--- config.mk ---
export PLATFORM = sky130hd
export DESIGN_NAME = uart_bus_scheduler
export DESIGN_NICKNAME = d
export VERILOG_FILES = /design/src/rtl/uart_sched_pkg.sv /design/src/rtl/uart_bus_scheduler_rr_arbiter.sv /design/src/rtl/uart_bus_scheduler.sv
export SDC_FILE = /design/constraint.sdc
export NUM_CORES = 1
export LEC_CHECK = 0
export ABC_CLOCK_PERIOD_IN_PS = 3900
export BUFFER_PORTS_ARGS = -buffer_cell sky130_fd_sc_hd__buf_2
export CORE_MARGIN = 2
export CORE_UTILIZATION = 30
export DETAILED_ROUTE_END_ITERATION = 8
export SLEW_MARGIN = 20
export SYNTH_ARGS = -nofsm -noshare
export SYNTH_HDL_FRONTEND = slang
export SYNTH_SLANG_ARGS = --single-unit
--- constraint.sdc ---
create_clock -name clk_i -period 3.9 [get_ports clk_i]
set_clock_uncertainty 0.2 [all_clocks]
set_input_delay 0.585 -clock clk_i [delete_from_list [all_inputs] [get_ports clk_i]]
set_output_delay 0.585 -clock clk_i [all_outputs]
set_load 0.005 [all_outputs]
--- src/rtl/uart_sched_pkg.sv ---
// Shared types and constants for uart_bus_scheduler.
// RX states exist only when UART_SCHED_RX_POLL_EN is defined.
package uart_sched_pkg;

    localparam int unsigned BUS_DW = 32;

    localparam logic [1:0] ADDR_ODR = 2'd0;
    localparam logic [1:0] ADDR_IDR = 2'd1;
    localparam logic [1:0] ADDR_BSR = 2'd2;
    localparam logic [1:0] ADDR_SR  = 2'd3;

    localparam int unsigned SR_BUSY = 0;
    localparam int unsigned SR_RXF  = 1;
    localparam int unsigned SR_FE   = 2;

    typedef enum logic [2:0] {
        ST_INIT      = 3'd0,
        ST_IDLE      = 3'd1,
        ST_POLL      = 3'd2,
        ST_POLL_WAIT = 3'd3,
        ST_WRITE     = 3'd4
`ifdef UART_SCHED_RX_POLL_EN
        ,
        ST_RX_RD     = 3'd5,
        ST_RX_WAIT   = 3'd6,
        ST_RX_CLR    = 3'd7
`endif
    } state_e;

    typedef struct packed {
        logic              sel;
        logic              we;
        logic [1:0]        addr;
        logic [BUS_DW-1:0] data;
    } bus_t;

endpackage

--- src/rtl/uart_bus_scheduler_rr_arbiter.sv ---
// Combinational round-robin arbiter: the first set request at or after ptr_i wins.
module rr_arbiter #(
    parameter int unsigned NREQ = 4
) (
    input  logic [NREQ-1:0]         req_i,
    input  logic [$clog2(NREQ)-1:0] ptr_i,
    output logic [NREQ-1:0]         gnt_o,
    output logic [$clog2(NREQ)-1:0] idx_o
);
    localparam int unsigned IW = $clog2(NREQ);

    logic [IW-1:0] j;

    // Walk from the farthest offset to the nearest so the nearest request overwrites last.
    always_comb begin
        gnt_o = '0;
        idx_o = '0;
        j     = '0;
        for (int unsigned k = 0; k < NREQ; k++) begin
            j = IW'((32'(ptr_i) + NREQ - 1 - k) % NREQ);
            if (req_i[j]) begin
                gnt_o    = '0;
                gnt_o[j] = 1'b1;
                idx_o    = j;
            end
        end
    end

endmodule

--- src/rtl/uart_bus_scheduler.sv ---
// Schedules requester bytes onto a UART register bus (BSR init, SR busy polling, ODR writes).
// Optional RX servicing is compiled in with `define UART_SCHED_RX_POLL_EN.
module uart_bus_scheduler
    import uart_sched_pkg::*;
#(
    parameter int unsigned NREQ     = 4,
    parameter logic [31:0] BAUD_DIV = 32'd144
) (
    input  logic              clk_i,
    input  logic              rst_i,
    input  logic [NREQ-1:0]   req_valid_i,
    input  logic [NREQ*8-1:0] req_data_i,
    output logic [NREQ-1:0]   req_ready_o,
    output logic              sel_o,
    output logic              we_o,
    output logic [1:0]        addr_o,
    output logic [31:0]       data_o,
    input  logic [31:0]       data_i,
    output logic              rx_valid_o,
    output logic [7:0]        rx_data_o,
    output logic              rx_fe_o,
    input  logic              rx_ready_i,
    output logic              init_done_o
);
    localparam int unsigned IW = $clog2(NREQ);

    state_e          state_q, state_d;
    bus_t            bus_q, bus_d;
    logic [NREQ-1:0] ready_q, ready_d;
    logic [IW-1:0]   ptr_q, ptr_d;
    logic [IW-1:0]   win_q, win_d;
    logic [NREQ-1:0] win_oh_q, win_oh_d;
    logic [7:0]      byte_q, byte_d;
    logic            gnt_q, gnt_d;
    logic            init_done_q, init_done_d;

    logic [NREQ-1:0] arb_gnt;
    logic [IW-1:0]   arb_idx;

`ifdef UART_SCHED_RX_POLL_EN
    logic       rx_valid_q, rx_valid_d;
    logic [7:0] rx_data_q, rx_data_d;
    logic       rx_fe_q, rx_fe_d;
    logic       fe_q, fe_d;
    logic       unused_data;
    assign unused_data = ^data_i[31:8];
`else
    logic       unused_data;
    assign unused_data = ^{data_i[31:1], rx_ready_i};
`endif

    rr_arbiter #(.NREQ(NREQ)) u_arb (
        .req_i (req_valid_i),
        .ptr_i (ptr_q),
        .gnt_o (arb_gnt),
        .idx_o (arb_idx)
    );

    // State register.
    always_ff @(posedge clk_i) begin
        if (rst_i) state_q <= ST_INIT;
        else       state_q <= state_d;
    end

    // Next-state logic; INIT stays one extra cycle so its BSR write is visible while in INIT.
    always_comb begin
        state_d = state_q;
        case (state_q)
            ST_INIT: if (bus_q.sel) state_d = ST_IDLE;
            ST_IDLE: begin
                if (|req_valid_i) state_d = ST_POLL;
`ifdef UART_SCHED_RX_POLL_EN
                else if (!rx_valid_q) state_d = ST_POLL;
`endif
            end
            ST_POLL: state_d = ST_POLL_WAIT;
            ST_POLL_WAIT: begin
                if (!gnt_q)                  state_d = ST_IDLE;
                else if (data_i[SR_BUSY])    state_d = ST_POLL;
                else                         state_d = ST_WRITE;
`ifdef UART_SCHED_RX_POLL_EN
                if (data_i[SR_RXF] && !rx_valid_q) state_d = ST_RX_RD;
`endif
            end
            ST_WRITE: state_d = ST_IDLE;
`ifdef UART_SCHED_RX_POLL_EN
            ST_RX_RD:   state_d = ST_RX_WAIT;
            ST_RX_WAIT: state_d = ST_RX_CLR;
            ST_RX_CLR:  state_d = gnt_q ? ST_POLL : ST_IDLE;
`endif
            default: state_d = ST_INIT;
        endcase
    end

    // Output/datapath logic: bus outputs are registered for the state being entered.
    always_comb begin
        bus_d       = '0;
        ready_d     = '0;
        ptr_d       = ptr_q;
        win_d       = win_q;
        win_oh_d    = win_oh_q;
        byte_d      = byte_q;
        gnt_d       = gnt_q;
        init_done_d = init_done_q;
`ifdef UART_SCHED_RX_POLL_EN
        rx_valid_d  = rx_valid_q & ~rx_ready_i;
        rx_data_d   = rx_data_q;
        rx_fe_d     = rx_fe_q;
        fe_d        = fe_q;
`endif
        if (state_q == ST_INIT && state_d == ST_IDLE) init_done_d = 1'b1;

        if (state_q == ST_IDLE && (|req_valid_i)) begin
            gnt_d    = 1'b1;
            win_d    = arb_idx;
            win_oh_d = arb_gnt;
            byte_d   = req_data_i[{arb_idx, 3'b000} +: 8];
        end

`ifdef UART_SCHED_RX_POLL_EN
        if (state_q == ST_POLL_WAIT && state_d == ST_RX_RD) fe_d = data_i[SR_FE];
        if (state_q == ST_RX_WAIT) begin
            rx_data_d  = data_i[7:0];
            rx_fe_d    = fe_q;
            rx_valid_d = 1'b1;
        end
`endif

        case (state_d)
            ST_INIT:  bus_d = '{sel: 1'b1, we: 1'b1, addr: ADDR_BSR, data: BAUD_DIV};
            ST_POLL:  bus_d = '{sel: 1'b1, we: 1'b0, addr: ADDR_SR, data: 32'd0};
            ST_WRITE: begin
                bus_d   = '{sel: 1'b1, we: 1'b1, addr: ADDR_ODR, data: {24'd0, byte_q}};
                ready_d = win_oh_q;
                gnt_d   = 1'b0;
                ptr_d   = (win_q == IW'(NREQ - 1)) ? '0 : win_q + IW'(1);
            end
`ifdef UART_SCHED_RX_POLL_EN
            ST_RX_RD:  bus_d = '{sel: 1'b1, we: 1'b0, addr: ADDR_IDR, data: 32'd0};
            ST_RX_CLR: bus_d = '{sel: 1'b1, we: 1'b1, addr: ADDR_SR, data: 32'd0};
`endif
            default: bus_d = '0;
        endcase
    end

    always_ff @(posedge clk_i) begin
        if (rst_i) begin
            bus_q       <= '0;
            ready_q     <= '0;
            ptr_q       <= '0;
            win_q       <= '0;
            win_oh_q    <= '0;
            byte_q      <= '0;
            gnt_q       <= 1'b0;
            init_done_q <= 1'b0;
        end else begin
            bus_q       <= bus_d;
            ready_q     <= ready_d;
            ptr_q       <= ptr_d;
            win_q       <= win_d;
            win_oh_q    <= win_oh_d;
            byte_q      <= byte_d;
            gnt_q       <= gnt_d;
            init_done_q <= init_done_d;
        end
    end

`ifdef UART_SCHED_RX_POLL_EN
    always_ff @(posedge clk_i) begin
        if (rst_i) begin
            rx_valid_q <= 1'b0;
            rx_data_q  <= '0;
            rx_fe_q    <= 1'b0;
            fe_q       <= 1'b0;
        end else begin
            rx_valid_q <= rx_valid_d;
            rx_data_q  <= rx_data_d;
            rx_fe_q    <= rx_fe_d;
            fe_q       <= fe_d;
        end
    end

    assign rx_valid_o = rx_valid_q;
    assign rx_data_o  = rx_data_q;
    assign rx_fe_o    = rx_fe_q;
`else
    assign rx_valid_o = 1'b0;
    assign rx_data_o  = 8'd0;
    assign rx_fe_o    = 1'b0;
`endif

    assign sel_o       = bus_q.sel;
    assign we_o        = bus_q.we;
    assign addr_o      = bus_q.addr;
    assign data_o      = bus_q.data;
    assign req_ready_o = ready_q;
    assign init_done_o = init_done_q;

endmodule
==> metrics <==
run status=completed; Worst-path clk slew=0.07 ns; Power Dens Cells=452 nW/um^2; non-filler cells, final=399; dominant cell type by area after synthesis=dfxtp_1; slowest CP cell=mux4_2; clk_lat worst skew=0.29 ns; vias in the first global route=1706; worst-margin pin slew=0.645 ns; number of synthesized flops with an enable pin=0; Placed Area=2450 sq um; # diodes=0; Mean Syn Cell Area=9.02 sq um; gr usage total=12.0%; starting density of the core=31.0%; Crit. End Element=flip-flop; max incr delay on CP=0.68 ns; setup TNS=0 ns; CTS Buf Count=5; final setup fails=0; Seq/Total Area, Yosys=33.0%; final number of hold-violating endpoints=0; Routed Antenna Nets=0; unrepaired setup endpoints after global routing=false; period utilization=83.1%; top cell type's share of synthesized area=33.0%; final worst slack=0.659 ns; post-route cell area=2580 sq um; Remaining Overflow, GRT=0; final WL=4870 um; yosys warns=0; WL/cell=12.2 um; H-tree Lvls=2; clk buf depth=2; Main synth FF type=dfxtp_1; Via density=4.59; LEAKAGE=1.15 nW; first drt pass iteration count=4; Slew Limit Headroom=56.8%; CP delay by family, top=compound AO/OA/AOI/OAI gates; detailed placement HPWL=3520 um; critical path arrival=3.19 ns; core footprint=7250 sq um; Clk Tree Root Cell=clkbuf_8; Die H=90.5 um; NumNets Final=375; first-pass GRT wire length=8070 um; setup repair bufs after CTS=0; buffers and inverters on the worst path=1; fin. max-slew vios=0; Setup Slack @ Placement=0.650 ns; maximum number of pins on one net before global-route repair=19; layout cells sized above 1=25.7%; cell chain of the critical path=inv_1 -> ha_1 -> mux4_2 -> o22ai_2 -> a22oi_1 -> o21ai_4 -> mux2i_1 -> o221ai_1; Sink Count=37; Row Count=31; post-CTS resize count=0; Worst Path Max Fanout=15; via count=1833; Crit Path Class=flip-flop to flip-flop; IO Pins=122; Worst Hold Class=flip-flop to flip-flop; Final GP Congestion=0.815; CTS tree=yes; VDD IR max=0.170 mV; top cells by area, synth=dfxtp_1 33%, buf_4 11%, mux2i_1 9.4%; initial antenna violation count=0; most common cell after layout, fill and taps aside=buf_2; Post-CTS Hold Fix Bufs=0; IO Port Bufs=55; Mapped Area=2250 sq um; Synth async-reset ratio=0%; final hold slack=0.257 ns; DRC=0; maxcap violations=0; CP Data Required Time=3.85 ns; Die Wd=90.5 um; Syn Inst Count=249; Max Fclk=309 MHz; Yosys cell types=52; area of the die=8200 sq um; placed cell count=391; Yosys reg bits=37; min Tclk post-route=3.24 ns; commonest non-fill, non-tap cells in the layout=55 x buf_2, 37 x dfxtp_1, 34 x conb_1; Initial DRC Count=75; Area Overhead vs Synth=15.0%; critical path launch point type=flip-flop
## worst register-to-register path, cell delays in order (launching register included)
cell and delay, ns:
dfxtp_1 0.34, inv_1 0.16, ha_1 0.47, mux4_2 0.68, o22ai_2 0.16, a22oi_1 0.14
o21ai_4 0.54, mux2i_1 0.28, o221ai_1 0.14
## cell families after synthesis
| logic type | share of synthesized area, % |
|---|---|
| adders and majority gates | 2.78 |
| muxes | 14.1 |
| buffers and inverters | 15.8 |
| and+or+nand+nor | 14.9 |
| DFF | 33.0 |
| other | 0.167 |
| AOI/OAI and AO/OA | 19.3 |
## cell type report
| type | count | area (sq um) |
|---|---|---|
| clock buffer | 5 | 68.8 |
| timing repair buffer | 57 | 290 |
| multi-input combinational | 193 | 1280 |
| tap | 99 | 124 |
| inverter | 5 | 18.8 |
| fill | 767 | 4670 |
| sequential | 37 | 741 |
| clock inverter | 3 | 65.1 |
## layer usage
layer	GRT usage, %	vias up	part of all wire, %
li1	-	925	-
met1	15.3	844	48
met2	20.1	59	46
met3	2.50	5	5.3
met4	3.85	0	1.3
met5	0	-	0
## per-stage QoR
stage	utilization [%]	power (mW)
finish	35.6	1.17
floorplan	-	0.722
global placement	33.8	0.783
CTS	35.6	1.18
detailed placement	33.8	0.788
global route	35.6	1.24
## synth_stat cells (3+ instances only)
cell type and instances:
buf_4 34, mux2i_1 21, nor3_1 6, o221ai_1 7
nand2_1 16, nand2b_1 4, o21ai_0 4, inv_1 5
dfxtp_1 37, a311oi_1 3, o21ai_1 3, and2_1 11
clkbuf_1 5, a211oi_1 5, mux2_2 3, a31oi_1 3
ha_1 5, buf_2 3, a21oi_1 9, nor2_1 21
o22ai_1 4
## state kept, by name (all words and copies together), names as in the netlist
name / count
addr_o: 2
byte_q: 8
data_o: 8
gnt_q: 1
init_done_o: 1
ptr_q: 2
req_ready_o: 4
sel_o: 1
state_q: 3
we_o: 1
win_oh_q: 4
win_q: 2
## power by group
part | internal (mW) | switching [mW] | total [mW]
combinational | 0.135 | 0.155 | 0.290
sequential | 0.450 | 0.0405 | 0.491
clock | 0.254 | 0.134 | 0.388
## path summary, 6_finish.rpt
check              end  depth (start not counted)  slack [ns]      start
max          byte_q[7]                          8        0.66   ptr_q[0]
min          byte_q[5]                          2        0.26  byte_q[5]
max reg2reg  byte_q[7]                          8        0.66   ptr_q[0]
min reg2reg  byte_q[5]                          2        0.26  byte_q[5]
Note: power is estimated with default switching activity, not from simulation.
